File: src/rtl/hash_seq_pkg.sv
// Shared types and default timing constants for the hash sweep sequencer.
package hash_seq_pkg;

   typedef enum logic [2:0] {
      ST_IDLE  = 3'd0,
      ST_MSA   = 3'd1,
      ST_COMP  = 3'd2,
      ST_ADD   = 3'd3,
      ST_CHECK = 3'd4,
      ST_DONE  = 3'd5
   } hash_state_e;

   localparam int MSA_CYCLES_DEF  = 48;
   localparam int COMP_CYCLES_DEF = 64;
   localparam int NUM_PASSES_DEF  = 3;

   function automatic int max2(input int a, input int b);
      return (a > b) ? a : b;
   endfunction

endpackage

File: src/rtl/hash_cycle_counter.sv
// Phase cycle counter: counts 0..rollover_val-1 while enabled and wraps to 0
// on the last cycle, so back-to-back phases each start from zero.
module hash_cycle_counter #(
   parameter int CNT_W = 7
) (
   input  logic             clk,
   input  logic             n_rst,
   input  logic             enable,
   input  logic             clear,
   input  logic [CNT_W-1:0] rollover_val,
   output logic             rollover_flag
);

   logic [CNT_W-1:0] count;

   assign rollover_flag = enable && (count == (rollover_val - CNT_W'(1)));

   always_ff @(posedge clk or negedge n_rst) begin
      if (!n_rst) begin
         count <= '0;
      end else if (clear) begin
         count <= '0;
      end else if (enable) begin
         if (rollover_flag) count <= '0;
         else               count <= count + CNT_W'(1);
      end
   end

endmodule

File: src/rtl/hash_sequencer.sv
// Nonce sweep sequencer: runs NUM_PASSES of MSA/COMP/ADD per nonce, then a
// CHECK against the comparator, until a hit, the count runs out, or abort.
//
// state    | meaning
// ---------+-----------------------------------------------
// IDLE     | waiting for start; found/nonce hold last result
// MSA      | message schedule, MSA_CYCLES cycles
// COMP     | compression, COMP_CYCLES cycles
// ADD      | one-cycle feed-forward add, next pass or CHECK
// CHECK    | one-cycle target compare, next nonce or DONE
// DONE     | one-cycle done pulse
module hash_sequencer
   import hash_seq_pkg::*;
#(
   parameter int MSA_CYCLES  = MSA_CYCLES_DEF,
   parameter int COMP_CYCLES = COMP_CYCLES_DEF,
   parameter int NUM_PASSES  = NUM_PASSES_DEF,
   parameter int NONCE_W     = 32,
   localparam int PASS_W     = (NUM_PASSES > 1) ? $clog2(NUM_PASSES) : 1
) (
   input  logic               clk,
   input  logic               n_rst,
   input  logic               start,
   input  logic               abort,
   input  logic [NONCE_W-1:0] nonce_start,
   input  logic [NONCE_W-1:0] nonce_count,
   input  logic               target_hit,
   output logic               msa_en,
   output logic               comp_en,
   output logic               add_en,
   output logic               check_en,
   output logic [PASS_W-1:0]  pass_idx,
   output logic [NONCE_W-1:0] nonce,
   output logic               busy,
   output logic               found,
   output logic               done
);

   localparam int CNT_W = $clog2(max2(MSA_CYCLES, COMP_CYCLES) + 1);
   localparam logic [CNT_W-1:0]  MSA_ROLL  = CNT_W'(MSA_CYCLES);
   localparam logic [CNT_W-1:0]  COMP_ROLL = CNT_W'(COMP_CYCLES);
   localparam logic [PASS_W-1:0] LAST_PASS = PASS_W'(NUM_PASSES - 1);

   hash_state_e        state, state_nxt;
   logic [NONCE_W-1:0] remaining;
   logic               phase_en, phase_clr, phase_roll;
   logic [CNT_W-1:0]   phase_len;
   logic               accept;

   assign accept    = (state == ST_IDLE) && start && !abort;
   assign phase_en  = (state == ST_MSA) || (state == ST_COMP);
   assign phase_len = (state == ST_MSA) ? MSA_ROLL : COMP_ROLL;
   // Every state change out of MSA/COMP coincides with a wrap or an abort,
   // so holding the counter clear elsewhere gives each phase a fresh count.
   assign phase_clr = abort || !phase_en;

   hash_cycle_counter #(.CNT_W(CNT_W)) u_cycle_counter (
      .clk           (clk),
      .n_rst         (n_rst),
      .enable        (phase_en),
      .clear         (phase_clr),
      .rollover_val  (phase_len),
      .rollover_flag (phase_roll)
   );

   always_comb begin
      state_nxt = state;
      if (abort && state != ST_IDLE) begin
         state_nxt = ST_IDLE;
      end else begin
         case (state)
            ST_IDLE:  if (accept) state_nxt = (nonce_count != '0) ? ST_MSA : ST_DONE;
            ST_MSA:   if (phase_roll) state_nxt = ST_COMP;
            ST_COMP:  if (phase_roll) state_nxt = ST_ADD;
            ST_ADD:   state_nxt = (pass_idx < LAST_PASS) ? ST_MSA : ST_CHECK;
            ST_CHECK: begin
               if (target_hit || remaining == NONCE_W'(1)) state_nxt = ST_DONE;
               else                                        state_nxt = ST_MSA;
            end
            ST_DONE:  state_nxt = ST_IDLE;
            default:  state_nxt = ST_IDLE;
         endcase
      end
   end

   always_ff @(posedge clk or negedge n_rst) begin
      if (!n_rst) begin
         state     <= ST_IDLE;
         msa_en    <= 1'b0;
         comp_en   <= 1'b0;
         add_en    <= 1'b0;
         check_en  <= 1'b0;
         busy      <= 1'b0;
         done      <= 1'b0;
         found     <= 1'b0;
         pass_idx  <= '0;
         nonce     <= '0;
         remaining <= '0;
      end else begin
         state    <= state_nxt;
         msa_en   <= (state_nxt == ST_MSA);
         comp_en  <= (state_nxt == ST_COMP);
         add_en   <= (state_nxt == ST_ADD);
         check_en <= (state_nxt == ST_CHECK);
         busy     <= (state_nxt != ST_IDLE);
         done     <= (state_nxt == ST_DONE);

         if (abort && state != ST_IDLE) begin
            found    <= 1'b0;
            pass_idx <= '0;
         end else begin
            case (state)
               ST_IDLE: begin
                  if (accept) begin
                     nonce     <= nonce_start;
                     remaining <= nonce_count;
                     found     <= 1'b0;
                     pass_idx  <= '0;
                  end
               end
               ST_ADD: begin
                  if (pass_idx < LAST_PASS) pass_idx <= pass_idx + PASS_W'(1);
               end
               ST_CHECK: begin
                  if (target_hit) begin
                     found <= 1'b1;
                  end else if (remaining != NONCE_W'(1)) begin
                     nonce     <= nonce + NONCE_W'(1);
                     remaining <= remaining - NONCE_W'(1);
                     pass_idx  <= '0;
                  end
               end
               default: ;
            endcase
         end
      end
   end

endmodule

File: config.mk
export PLATFORM = sky130hd
export DESIGN_NAME = hash_sequencer
export DESIGN_NICKNAME = d
export VERILOG_FILES = /design/src/rtl/hash_seq_pkg.sv /design/src/rtl/hash_cycle_counter.sv /design/src/rtl/hash_sequencer.sv
export SDC_FILE = /design/constraint.sdc
export NUM_CORES = 1
export LEC_CHECK = 0
export BUFFER_PORTS_ARGS = -buffer_cell sky130_fd_sc_hd__clkbuf_2
export CAP_MARGIN = 20
export CORE_MARGIN = 3
export CORE_UTILIZATION = 29
export CTS_CLUSTER_DIAMETER = 150
export CTS_CLUSTER_SIZE = 10
export DETAILED_ROUTE_END_ITERATION = 10
export SYNTH_ARGS = -nofsm -noshare
export SYNTH_HDL_FRONTEND = slang
export SYNTH_SLANG_ARGS = --single-unit
File: constraint.sdc
create_clock -name clk -period 6 [get_ports clk]
set_clock_uncertainty 0.05 [all_clocks]
set_input_delay 1.2 -clock clk [delete_from_list [all_inputs] [get_ports clk]]
set_output_delay 1.2 -clock clk [all_outputs]
set_load 0.005 [all_outputs]
==> results.cfg <==
[hold_path]
whs_path_depth = 1
min_path_type = reg -> reg

[synthesis]
yosys.area.top_type = dfrtp_1
synth_compound_area_share_pct = 28.31
synthFlopType = dfrtp_1
yosysSeqAreaShare_pct = 39.12
synthXorXnorAreaFrac_pct = 0.9899
syn_area_um2 = 5309
synth_area_leaders = dfrtp_1, a31oi_1, nor2_1, nor3_1, o22a_1
synth_edf_count = 0
ys_ff_latch = 83
synth_top_family_by_area = compound AO/OA/AOI/OAI gates
synthAdderAreaFrac_pct = 0.9427
yosys.area.top_type_share_pct = 39.12
synthMuxAreaShare_pct = 0.7542
synth_nets = 691
yosys.area_share.simple_pct = 24.16
synth_cells = 618
ys_types = 60
syn_avg_cell_area_um2 = 8.590
yosys-top-cells-count = dfrtp_1, nor2_1, nand2_1
async_reset_ff_share_pct = 100.0
ys_warn_count = 0
synth_most_common_cell = dfrtp_1

[floorplan]
row_count = 48
core_um2 = 17600
chipHeight_um = 141.3
die_w_um = 141.3
ios = 110
die_area_um2 = 19970
start_util_pct = 30.17

[worst_setup_path]
path_cells = clkbuf_2, nor2_1, a2111o_1, buf_4, nor2_2, buf_4, a311o_1
cp_top_family = buffers and inverters
slowest_stage = nor2_2
end_kind = flip-flop
slowest_delay_ns = 0.64
crit_type = in -> reg
worst-path-max-fanout = 47
reg2regPathDepth = 6
path_depth = 7
arrival_ns = 3.28
path_buf_inv = 3
cp.required_ns = 6.24
crit_path_start_kind = input port
crit_top_cell = buf_4

[sta]
tightest_slew_ns = 1.080
final-hold-violation-count = 0
min_period_ns = 3.039
finalCritPeriodShare_pct = 50.65
rsz0062_at_grt = no
max_freq_mhz = 329.1
slew_violations = 0
tns_ns = 0
finalSetupViolations = 0
slew_headroom_pct = 27.46

[placed_design]
dp_hpwl_um = 11710
port-buffer-count = 109
dp_cells = 911
place.gp.congestion = 0.8187

[grt]
grt_pass1_wl_um = 27580
grt_antenna_before_repair = 0
overflow = 0
grt_pass1_vias = 5021
grt_start_max_net_pins = 80
grtUsageTotal_pct = 17.07

[clocking]
cts_made_buffers = 9
clockRootBuffer = clkbuf_16
ctsResizeCount = 0
tritoncts = done
clk_pin_slew_ns = 0.07
clk_latency_ns = 0.35
ctsHoldBuffers = 0
htreeDepth = 3
clock_path_buffers = 2
clock_sinks = 83
cts_setup_buffers = 0

[route]
drt_wl_total_um = 17320
via_per_inst = 5.849
avgRoutedWirePerCell_um = 18.69
ant_nets = 0
drc = 0
drt-initial-drc-count = 413
firstDrtPassIters = 5
num_vias = 5422

[power]
cellPowerDensity_nw_per_um2 = 377.0
power.leakage_nw = 2.552
peakVddDrop_mv = 0.1520

[status]
outcome = completed

[finish]
stdcell_count = 927
syn_to_final_growth_pct = 18.03
num-nets-final = 770
diodes = 0
layout-drive-gt1-share_pct = 21.08

[run]
drv_cap = 0
==> through the flow <==
stage | setup WS, ns | area, µm² | util [%] | hold WS (ns) | power [W]
final | 2.961 | 6266 | 35.61 | 0.4057 | 0.002362
after global routing | 2.831 | 6266 | 35.61 | 0.4270 | 0.002534
after CTS | 3.000 | 6266 | 35.61 | 0.4121 | 0.002371
after detailed placement | 2.624 | 5964 | 33.90 | 0.4039 | 0.001788
after global placement | 2.597 | 5964 | 33.90 | 0.3919 | 0.001779
after floorplan | 3.429 | 5309 | - | 0.3739 | 0.001465
==> cell families after synthesis <==
logic type               Yosys count
AO/OA/AOI/OAI                    215
XOR/XNOR                           6
adder cells (fa/ha/maj)            4
buffers and inverters             63
flip-flops                        83
multiplexers                       4
AND/OR/NAND/NOR                  243
==> sequential cells by signal, summed over array words and instances, names as in the netlist <==
| name | flops |
|---|---|
| msa_en | 1 |
| found | 1 |
| done | 1 |
| state | 3 |
| nonce | 32 |
| u_cycle_counter.count | 7 |
| pass_idx | 2 |
| check_en | 1 |
| comp_en | 1 |
| busy | 1 |
| add_en | 1 |
| remaining | 32 |
==> worst reg2reg max path: stages, from the launching register on <==
cell	delay (ns)
dfrtp_1	0.47
or2_1	0.35
a2111o_1	0.40
buf_4	0.29
nor2_2	0.67
buf_4	0.37
a311o_1	0.21
==> cell usage in the layout (no fill, tap or decap), types with 8 or more instances in the layout <==
cell type  instances
dfrtp_1           83
clkbuf_16          9
buf_4             11
o22a_1            20
nand2_1           39
o31ai_1           14
clkbuf_2         108
nor3_1            38
inv_1             12
a21oi_1           28
o21ai_0           32
a2bb2oi_1         13
o211ai_1           8
nand4_1           16
nor2_1            55
o22ai_1           11
a31oi_1           35
nor4_1            21
nand3_1           21
a41oi_1           10
and3_1            14
==> where the power goes <==
| group | switching (W) | total [W] | internal (W) |
|---|---|---|---|
| clock | 0.000244 | 0.000578 | 0.000334 |
| sequential | 0.000301 | 0.00108 | 0.000780 |
| combinational | 0.000369 | 0.000703 | 0.000334 |
| total | 0.000914 | 0.00236 | 0.00145 |
==> per-layer routing <==
| metal | track usage [%] | part of all wire (%) | wire [µm] | up-vias |
|---|---|---|---|---|
| met4 | 4.589 | 1.4 | 238 | 0 |
| met2 | 25.96 | 47 | 8121 | 199 |
| met5 | 0 | 0 | 0 | - |
| li1 | - | - | - | 2569 |
| met1 | 24.52 | 45 | 7864 | 2640 |
| met3 | 3.775 | 6.3 | 1097 | 14 |
==> final timing paths <==
path	start	to	slack, ns
hold / removal	u_cycle_counter.count[0]	u_cycle_counter.count[0]	0.41
min in group asynchronous	n_rst	u_cycle_counter.count[0]	0.72
max in group asynchronous	n_rst	remaining[7]	4.09
setup reg to reg	state[1]	remaining[0]	3.13
hold reg to reg	u_cycle_counter.count[0]	u_cycle_counter.count[0]	0.41
setup / recovery	start	remaining[0]	2.96
==> cell type report <==
cell class	count	area, µm²
Fill cell	1844	11330
Multi-Input combinational cell	472	2938
Sequential cell	83	2077
Timing Repair Buffer	119	623.1
Tap cell	225	281.5
Clock buffer	10	239.0
Clock inverter	6	62.56
Inverter	12	45.04
(Power assumes the default switching activity.)
